$ cat src/rtl/pipelined_carry_adder_pkg.sv
// Shared sizing defaults, operation mode and per-stage control payload for the
// pipelined carry adder.
package pipelined_carry_adder_pkg;

   localparam int DEF_WIDTH   = 32;
   localparam int DEF_SLICE_W = 8;

   typedef enum logic [0:0] {
      OP_ADD = 1'b0,
      OP_SUB = 1'b1
   } op_mode_t;

   typedef struct packed {
      logic valid;
      logic carry;
   } stage_ctl_t;

   function automatic int calc_stages(input int width, input int slice_w);
      calc_stages = width / slice_w;
   endfunction

endpackage

$ cat src/rtl/pipelined_carry_adder_carry_slice.sv
// SLICE_W-bit combinational ripple slice; also exposes the carry into its MSB
// so the parent can derive signed overflow as msb_ci ^ co.
module pipelined_carry_adder_carry_slice #(
   parameter int SLICE_W = 8
) (
   input  logic [SLICE_W-1:0] i_a,
   input  logic [SLICE_W-1:0] i_b,
   input  logic               i_ci,
   output logic [SLICE_W-1:0] o_s,
   output logic               o_co,
   output logic               o_msb_ci
);

   // Ripple the carry through every bit of the slice.
   always_comb begin
      logic w_carry;
      w_carry = i_ci;
      o_s     = '0;
      for (int i = 0; i < SLICE_W - 1; i++) begin
         o_s[i]  = i_a[i] ^ i_b[i] ^ w_carry;
         w_carry = (i_a[i] & i_b[i]) | (w_carry & (i_a[i] ^ i_b[i]));
      end
      o_msb_ci       = w_carry;
      o_s[SLICE_W-1] = i_a[SLICE_W-1] ^ i_b[SLICE_W-1] ^ w_carry;
      o_co           = (i_a[SLICE_W-1] & i_b[SLICE_W-1])
                     | (w_carry & (i_a[SLICE_W-1] ^ i_b[SLICE_W-1]));
   end

endmodule

$ cat src/rtl/pipelined_carry_adder.sv
// Pipelined add/subtract: one SLICE_W carry slice per stage, carry registered
// between stages, global stall on output backpressure. Optional clamp on
// signed overflow is enabled by defining PIPE_ADDER_SATURATE_EN.
module pipelined_carry_adder
   import pipelined_carry_adder_pkg::*;
#(
   parameter int WIDTH   = DEF_WIDTH,
   parameter int SLICE_W = DEF_SLICE_W
) (
   input  logic             clk_i,
   input  logic             rst_i,
   input  logic             in_valid_i,
   output logic             in_ready_o,
   input  logic [WIDTH-1:0] a_i,
   input  logic [WIDTH-1:0] b_i,
   input  logic             sub_i,
   input  logic             cin_i,
   output logic             out_valid_o,
   input  logic             out_ready_i,
   output logic [WIDTH-1:0] sum_o,
   output logic             cout_o,
   output logic             ovf_o
);

   localparam int STAGES = calc_stages(WIDTH, SLICE_W);

   op_mode_t                         w_op;
   logic                             w_adv;
   logic [WIDTH-1:0]                 w_b_eff;
   logic                             w_cin0;
   logic [STAGES-1:0][SLICE_W-1:0]   w_sa;
   logic [STAGES-1:0][SLICE_W-1:0]   w_sb;
   logic [STAGES-1:0][SLICE_W-1:0]   w_s;
   logic [STAGES-1:0]                w_sci;
   logic [STAGES-1:0]                w_co;
   logic [STAGES-1:0]                w_msb_ci;
   logic [WIDTH-1:0]                 w_sum_next [STAGES];
   logic [WIDTH-1:0]                 w_out_sum;
   logic                             w_ovf;

   stage_ctl_t                       r_ctl [STAGES];
   logic [WIDTH-1:0]                 r_a   [STAGES];
   logic [WIDTH-1:0]                 r_b   [STAGES];
   logic [WIDTH-1:0]                 r_sum [STAGES];
   logic                             r_ovf;

   assign w_op        = sub_i ? OP_SUB : OP_ADD;
   assign out_valid_o = r_ctl[STAGES-1].valid;
   assign w_adv       = !out_valid_o || out_ready_i;
   assign in_ready_o  = w_adv;
   assign sum_o       = r_sum[STAGES-1];
   assign cout_o      = r_ctl[STAGES-1].carry;
   assign ovf_o       = r_ovf;

   // Subtract is A + ~B + 1; the external carry-in only applies to add.
   always_comb begin
      case (w_op)
         OP_SUB: begin
            w_b_eff = ~b_i;
            w_cin0  = 1'b1;
         end
         OP_ADD: begin
            w_b_eff = b_i;
            w_cin0  = cin_i;
         end
         default: begin
            w_b_eff = b_i;
            w_cin0  = cin_i;
         end
      endcase
   end

   // Stage 0 slices the live operands; later stages slice their delayed tails.
   always_comb begin
      w_sa     = '0;
      w_sb     = '0;
      w_sci    = '0;
      w_sa[0]  = a_i[SLICE_W-1:0];
      w_sb[0]  = w_b_eff[SLICE_W-1:0];
      w_sci[0] = w_cin0;
      for (int k = 1; k < STAGES; k++) begin
         w_sa[k]  = r_a[k-1][k*SLICE_W +: SLICE_W];
         w_sb[k]  = r_b[k-1][k*SLICE_W +: SLICE_W];
         w_sci[k] = r_ctl[k-1].carry;
      end
   end

   for (genvar k = 0; k < STAGES; k++) begin : g_slice
      pipelined_carry_adder_carry_slice #(
         .SLICE_W (SLICE_W)
      ) u_slice (
         .i_a      (w_sa[k]),
         .i_b      (w_sb[k]),
         .i_ci     (w_sci[k]),
         .o_s      (w_s[k]),
         .o_co     (w_co[k]),
         .o_msb_ci (w_msb_ci[k])
      );
   end

   // Merge each new slice into the partial result carried down the pipe.
   always_comb begin
      w_sum_next[0]                = '0;
      w_sum_next[0][SLICE_W-1:0]   = w_s[0];
      for (int k = 1; k < STAGES; k++) begin
         w_sum_next[k]                        = r_sum[k-1];
         w_sum_next[k][k*SLICE_W +: SLICE_W]  = w_s[k];
      end
      w_ovf = w_msb_ci[STAGES-1] ^ w_co[STAGES-1];
   end

`ifdef PIPE_ADDER_SATURATE_EN
   // On overflow the true result's sign follows A, so clamp towards it.
   always_comb begin
      w_out_sum = w_sum_next[STAGES-1];
      if (w_ovf) begin
         if (w_sa[STAGES-1][SLICE_W-1]) begin
            w_out_sum = {1'b1, {(WIDTH-1){1'b0}}};
         end else begin
            w_out_sum = {1'b0, {(WIDTH-1){1'b1}}};
         end
      end else begin
         w_out_sum = w_sum_next[STAGES-1];
      end
   end
`else
   // Wrapping result straight from the last slice.
   always_comb begin
      w_out_sum = w_sum_next[STAGES-1];
   end
`endif

   // Pipeline registers: all stages advance together or all hold.
   always_ff @(posedge clk_i) begin
      if (rst_i) begin
         for (int k = 0; k < STAGES; k++) begin
            r_ctl[k] <= '0;
            r_a[k]   <= '0;
            r_b[k]   <= '0;
            r_sum[k] <= '0;
         end
         r_ovf <= 1'b0;
      end else if (w_adv) begin
         r_ctl[0].valid <= in_valid_i;
         r_ctl[0].carry <= w_co[0];
         r_a[0]         <= a_i;
         r_b[0]         <= w_b_eff;
         for (int k = 1; k < STAGES; k++) begin
            r_ctl[k].valid <= r_ctl[k-1].valid;
            r_ctl[k].carry <= w_co[k];
            r_a[k]         <= r_a[k-1];
            r_b[k]         <= r_b[k-1];
         end
         for (int k = 0; k < STAGES - 1; k++) begin
            r_sum[k] <= w_sum_next[k];
         end
         r_sum[STAGES-1] <= w_out_sum;
         r_ovf           <= w_ovf;
      end
   end

endmodule

$ cat config.mk
export PLATFORM = sky130hd
export DESIGN_NAME = pipelined_carry_adder
export DESIGN_NICKNAME = d
export VERILOG_FILES = /design/src/rtl/pipelined_carry_adder_pkg.sv /design/src/rtl/pipelined_carry_adder_carry_slice.sv /design/src/rtl/pipelined_carry_adder.sv
export SDC_FILE = /design/constraint.sdc
export NUM_CORES = 1
export LEC_CHECK = 0
export CAP_MARGIN = 30
export CORE_MARGIN = 2
export CORE_UTILIZATION = 55
export CTS_CLUSTER_SIZE = 10
export DETAILED_ROUTE_END_ITERATION = 12
export HOLD_SLACK_MARGIN = 0.1
export MAX_ROUTING_LAYER = met4
export PLACE_DENSITY = 0.82
export SLEW_MARGIN = 20
export SYNTH_ARGS = -nofsm -noshare
export SYNTH_HDL_FRONTEND = slang
export SYNTH_SLANG_ARGS = --single-unit
$ cat constraint.sdc
create_clock -name clk_i -period 9 [get_ports clk_i]
set_clock_uncertainty 0.2 [all_clocks]
set_input_delay 1.8 -clock clk_i [delete_from_list [all_inputs] [get_ports clk_i]]
set_output_delay 1.8 -clock clk_i [all_outputs]
set_load 0.01 [all_outputs]
==> results.py, run 1 <==
metrics = {
    "status": {
        "status": "finished clean",
    },
    "clock_network": {
        "cts_buffer_depth": 2,
        "cts_max_level": 4,
        "cts_root_buf": "clkbuf_16",
        "cts_setup_buffers": 0,
        "clock_latency_ns": 0.42,
        "cts_resized": 0,
        "clk_pin_slew_worst_paths_ns": 0.06,
        "cts_sinks": 185,
        "cts-hold-fix-buffers": 0,
        "cts_buffers": 17,
        "tritoncts": "built",
    },
    "flow_run": {
        "max-cap-violations": 0,
    },
    "logic_synthesis": {
        "async_flop_share_pct": 0,
        "syn-cell-area_sq_um": 9128,
        "synth_top_area_share_pct": 60.53,
        "synthTopCellsByArea": "edfxtp_1 (61%), nor3b_2 (15%), fa_1 (7.0%)",
        "synth_commonest_cells": "edfxtp_1 (184), nor3b_2 (110), nor3b_1 (38)",
        "yosysTopAreaCell": "edfxtp_1",
        "synth.most_common_cell": "edfxtp_1",
        "ys_ff_latch": 185,
        "synth_area_per_cell_sq_um": 16.75,
        "ys_seq_area_share_pct": 60.75,
        "synth_enable_flop_cells": 184,
        "yosysWarnings": 0,
        "synth_fp_nets": 647,
        "synthCells": 545,
        "yosys_most_used_dff": "edfxtp_1",
        "synth.distinct_cells": 19,
    },
    "placed_design": {
        "numPortBuffers": 105,
        "dp_hpwl_um": 8127,
        "place_congestion": 0.7942,
        "placed_area_sq_um": 9951,
    },
    "layout": {
        "final_util_pct": 64.30,
        "drive_gt1_share_pct": 27.66,
        "final_area_sq_um": 10550,
        "final_nets": 700,
        "area_growth_pct": 15.59,
        "antenna_cells": 0,
    },
    "route": {
        "drt_iter0_drc": 381,
        "routed_via_density": 5.116,
        "drt_pass1_iterations": 4,
        "ant_nets": 0,
        "drt-total-wl_um": 13450,
        "drc": 0,
        "dr_total_vias": 4251,
        "wl_per_cell_um": 16.18,
    },
    "power": {
        "p_leak_nw": 3.942,
        "totalPowerFinal_mw": 1.952,
        "powerDensity_nw_per_um2": 185.0,
        "ir_drop_mv": 0.1418,
    },
    "setup_path": {
        "path_cells": "buf_2 -> buf_4 -> xnor2_1 -> fa_1 -> inv_1 -> fa_1 -> inv_1 -> fa_1 -> fa_1 -> fa_1 -> fa_1 -> fa_1 -> inv_1 -> fa_1 -> nor3b_1",
        "path_class": "in -> reg",
        "ff2ff_setup_slack_ns": 4.23,
        "cp.depth": 15,
        "reg2reg_from": "r_ctl[0][4]",
        "critPathBufInv": 5,
        "crit_fanout": 33,
        "critical_path_required_ns": 8.93,
        "crit_path_max_incr_delay_ns": 0.44,
        "slowest_stage": "buf_4",
        "timing.rr.end": "ovf_o",
        "worstSetupStartpointType": "input pin",
        "r2r_cells": 12,
        "cp.arrival_ns": 5.81,
        "end_kind": "flop",
        "crit_path_frequent_cell": "fa_1",
        "critical-path-top-delay-family": "adder cells",
    },
    "sta": {
        "slew_viol_final": 0,
        "final.min_clock_period_ns": 5.879,
        "setup_violations": 0,
        "post-route-period-util_pct": 65.32,
        "finalSetupTns_ns": 0,
        "max_slew_margin_pct": 23.81,
        "tightestPinTransition_ns": 1.143,
        "fmax_ghz": 0.1701,
        "final_hold_viol_count": 0,
        "rsz0062_at_grt": "no",
        "holdWs_ns": 0.3643,
    },
    "global_route": {
        "track_usage_pct": 16.39,
        "antenna_found_initial": 0,
        "grt_pass1_vias": 4409,
        "overflow": 0,
        "grt_start_max_net_pins": 187,
        "grt_pass1_wl_um": 22140,
    },
    "floorplanning": {
        "core_sq_um": 16410,
        "die_area_sq_um": 17640,
        "start_util_pct": 55.63,
        "rows": 47,
        "die_w_um": 132.8,
        "ioPinCount": 106,
        "dieHeight_um": 132.8,
    },
    "hold_path": {
        "hp-start": "r_sum[0][71]",
        "worstHoldPathCells": 1,
        "min_path_type": "reg -> reg",
        "whs_endpoint": "r_sum[0][103]",
    },
}
[per-layer routing]
layer / routed length, um / track usage, %
met5: 0 / -
met4: 263 / 6.750
met3: 524 / 3.487
met2: 6770 / 25.27
met1: 5889 / 21.38
[cell usage in the layout (no fill, tap or decap), types with 2 or more instances in the layout]
cell type        synthesis  final
buf_12                   0      3
buf_4                   37      4
bufinv_16                0      2
clkbuf_1                 4      2
clkbuf_16                0     17
clkdlybuf4s50_1          0    103
clkinv_4                 0      3
clkinvlp_4               0      5
edfxtp_1               184    184
fa_1                    32     32
inv_1                   28     28
inv_6                    0      2
nor3_1                  20     20
nor3_2                  17     17
nor3b_1                 38     38
nor3b_2                110    110
xnor2_1                 31     31
xor2_1                   2      2
[worst register-to-register path, stage by stage (launching register included)]
cell      delay (ns)
edfxtp_1        0.41
fa_1            0.47
fa_1            0.47
fa_1            0.46
fa_1            0.48
fa_1            0.44
inv_1           0.09
fa_1            0.17
inv_1           0.05
fa_1            0.49
fa_1            0.47
xnor2_1         0.32
a211oi_2        0.11
[registers in the layout, summed over array words and instances, names as in the netlist]
signal and count:
r_sum 80, r_a 48, r_b 48, r_ctl 8, ovf_o 1
[report_power, final]
part	switching (mW)	internal [mW]
logic	0.0826	0.108
clock network	0.314	0.411
registers	0.0193	1.02
[worst max-delay path by stage]
stage,from,endpoint,slack (ns)
2_1_floorplan,rst_i,r_a[0][10],1.62
3_3_place_gp,sub_i,r_sum[0][7],2.82
3_5_place_dp,sub_i,r_sum[0][7],2.69
4_1_cts,out_ready_i,in_ready_o,3.02
5_1_grt,sub_i,r_sum[0][7],2.95
6_report,sub_i,r_sum[0][7],3.12
[layout make-up]
class / instances / area, sq um
timing repair buffer: 112 / 1140
fill: 1100 / 5857
tap: 220 / 275.3
sequential: 185 / 5545
clock buffer: 19 / 432.9
multi-input combinational: 254 / 2905
inverter: 28 / 105.1
clock inverter: 13 / 146.4
[per-stage QoR]
step / setup slack [ns] / instances
floorplan: 1.620 / 545
global placement: 2.824 / 797
detailed placement: 2.689 / 798
CTS: 3.024 / 830
global route: 2.950 / 831
finish: 3.121 / 831
[cells by family after synthesis]
family | count (synthesis) | synth area share [%]
simple gates | 188 | 21.34
flops | 185 | 60.75
buf+inv | 106 | 7.580
xor+xnor | 33 | 3.167
fa+ha+maj | 32 | 7.018
compound gates | 1 | 0.1371
Power figures use the tool's default switching activity.
==> run 2, diff against run 1 <==
--- a/config.mk
+++ b/config.mk
@@ -7,12 +7,12 @@
 export LEC_CHECK = 0
 export CAP_MARGIN = 30
 export CORE_MARGIN = 2
-export CORE_UTILIZATION = 55
+export CORE_UTILIZATION = 51
 export CTS_CLUSTER_SIZE = 10
 export DETAILED_ROUTE_END_ITERATION = 12
 export HOLD_SLACK_MARGIN = 0.1
 export MAX_ROUTING_LAYER = met4
-export PLACE_DENSITY = 0.82
+export PLACE_DENSITY = 0.8
 export SLEW_MARGIN = 20
 export SYNTH_ARGS = -nofsm -noshare
 export SYNTH_HDL_FRONTEND = slang
==> constraint.sdc (replaced) <==
create_clock -name clk_i -period 5 [get_ports clk_i]
set_clock_uncertainty 0.2 [all_clocks]
set_input_delay 1 -clock clk_i [delete_from_list [all_inputs] [get_ports clk_i]]
set_output_delay 1 -clock clk_i [all_outputs]
set_load 0.01 [all_outputs]
==> run 2 against run 1 <==
  * First-iteration DRC count is 12% higher
  * Cell area is 0.13% higher
  * Utilization fell by 3.6 points
  * Sequential share of layout area down 0.069 points
  * Critical endpoint unchanged
==> results.py, run 2 (synthesized netlist as in run 1, its figures left out) <==
metrics = {
    "status": {
        "status": "finished clean",
    },
    "sta": {
        "slew_viol_final": 0,
        "tightestPinTransition_ns": 1.069,
        "max_slew_margin_pct": 28.72,
        "fmax_ghz": 0.2053,
        "setup_violations": 0,
        "final.min_clock_period_ns": 4.871,
        "final_hold_viol_count": 0,
        "rsz0062_at_grt": "no",
        "post-route-period-util_pct": 97.42,
    },
    "clock_network": {
        "clock_latency_ns": 0.42,
        "cts_setup_buffers": 0,
        "cts_root_buf": "clkbuf_16",
        "cts_sinks": 185,
        "tritoncts": "built",
        "cts_max_level": 4,
        "cts_buffers": 17,
        "cts_buffer_depth": 2,
        "clk_pin_slew_worst_paths_ns": 0.06,
    },
    "layout": {
        "largest_reg_flops": 80,
        "final_cell_mix": "edfxtp_1 (184), nor3b_2 (110), clkdlybuf4s50_1 (103), nor3b_1 (38)",
        "area_growth_pct": 15.74,
        "antenna_cells": 0,
        "final_common_cell": "edfxtp_1",
        "largest_register": "r_sum",
        "seq_area_sq_um": 5545,
        "reg.largest.list": "r_sum: 80 flops, r_a: 48 flops, r_b: 48 flops",
        "fillCellCount": 1273,
        "final-instance-count-excl-fill": 836,
        "multi_input_area_sq_um": 2908,
        "drive_gt1_share_pct": 27.50,
        "final_nets": 701,
    },
    "floorplanning": {
        "die_area_sq_um": 18980,
        "ioPinCount": 106,
        "die_w_um": 137.8,
        "rows": 48,
        "core_sq_um": 17420,
        "dieHeight_um": 137.8,
        "start_util_pct": 52.41,
    },
    "setup_path": {
        "timing.rr.end": "ovf_o",
        "critical_path_required_ns": 4.93,
        "path_class": "in -> reg",
        "reg2reg_from": "r_ctl[0][4]",
        "worstSetupStartpointType": "input pin",
        "crit_fanout": 1,
        "end_kind": "flop",
        "cp.arrival_ns": 4.80,
        "r2r_cells": 12,
        "ff2ff_setup_slack_ns": 0.34,
    },
    "placed_design": {
        "dp_hpwl_um": 8070,
        "place_congestion": 0.7694,
        "dp_cells": 804,
        "numPortBuffers": 105,
    },
    "power": {
        "totalPowerFinal_mw": 3.481,
        "powerDensity_nw_per_um2": 329.5,
        "ir_drop_mv": 0.2339,
        "p_leak_nw": 3.959,
    },
    "route": {
        "drt_iter0_drc": 428,
        "ant_nets": 0,
        "drt-total-wl_um": 13360,
        "drc": 0,
        "drt_pass1_iterations": 4,
        "routed_via_density": 5.026,
        "dr_total_vias": 4202,
        "wl_per_cell_um": 15.98,
    },
    "global_route": {
        "antenna_found_initial": 0,
        "grt_pass1_vias": 4292,
        "overflow": 0,
        "grt_start_max_net_pins": 185,
        "grt_pass1_wl_um": 21590,
        "track_usage_pct": 15.42,
    },
    "hold_path": {
        "hp-start": "r_sum[0][81]",
        "whs_endpoint": "r_sum[0][113]",
        "worstHoldPathCells": 1,
        "min_path_type": "reg -> reg",
    },
    "flow_run": {
        "max-cap-violations": 0,
    },
}
## run 2: worst max-delay path by stage
stage	start	slack, ns	cells after the start	to
finish	b_i[0]	0.13	14	r_sum[0][7]
CTS	b_i[0]	0.09	14	r_sum[0][7]
detailed placement	b_i[0]	-0.36	14	r_sum[0][7]
global route	b_i[0]	0.009	14	r_sum[0][7]
floorplan	sub_i	0.04	15	r_sum[0][7]
global placement	b_i[0]	-0.18	14	r_sum[0][7]
## run 2: per-stage QoR
stage          TNS [ns]  hold WS (ns)  instance area, sq um  worst slack [ns]  util, %
2_1_floorplan         0        0.3375                  9134           0.03735        -
3_3_place_gp    -0.1798        0.3409                  9977           -0.1798    57.28
3_5_place_dp    -0.3615        0.3448                  9977           -0.3615    57.28
4_1_cts               0        0.3676                 10530           0.08953    60.48
5_1_grt               0        0.3824                 10560          0.009015    60.65
6_report              0        0.3644                 10560            0.1288    60.65
## run 2: area by class of cell
type / instances / share of cell area (%)
Tap cell: 225 / 2.665
Clock buffer: 18 / 4.063
Timing Repair Buffer: 113 / 11.05
Multi-Input combinational cell: 254 / 27.53
Sequential cell: 185 / 52.49
Clock inverter: 13 / 1.208
Inverter: 28 / 0.9949
## run 2: timing repair
action	in CTS	in global routing
hold buffers	0	0
endpoints found under the setup margin	0	1
resized for setup	0	1
hold endpoints to repair	0	0
## run 2: critical path, stage by stage
cell and delay, ns:
clkdlybuf4s50_1 0.44, xnor2_1 0.17, fa_1 0.40, inv_1 0.08, fa_1 0.15, inv_1 0.05
fa_1 0.39, fa_2 0.35, fa_1 0.38, fa_1 0.39, fa_1 0.36, inv_1 0.07
fa_1 0.41, nor3b_1 0.15
## run 2: layer usage
metal  track usage, %  vias up  part of all wire, %
met5                -        -                    0
met4            7.200        0                  2.4
met3            3.606       20                  4.2
met2            22.97       83                   49
met1            20.22     2074                   44
li1                 -     2025                    -
## run 2: report_power, final
part	switching [mW]	internal [mW]	leakage (nW)
sequential	0.0329	1.83	2.19
combinational	0.150	0.198	1.50
clock	0.541	0.729	0.269
total	0.724	2.76	3.96
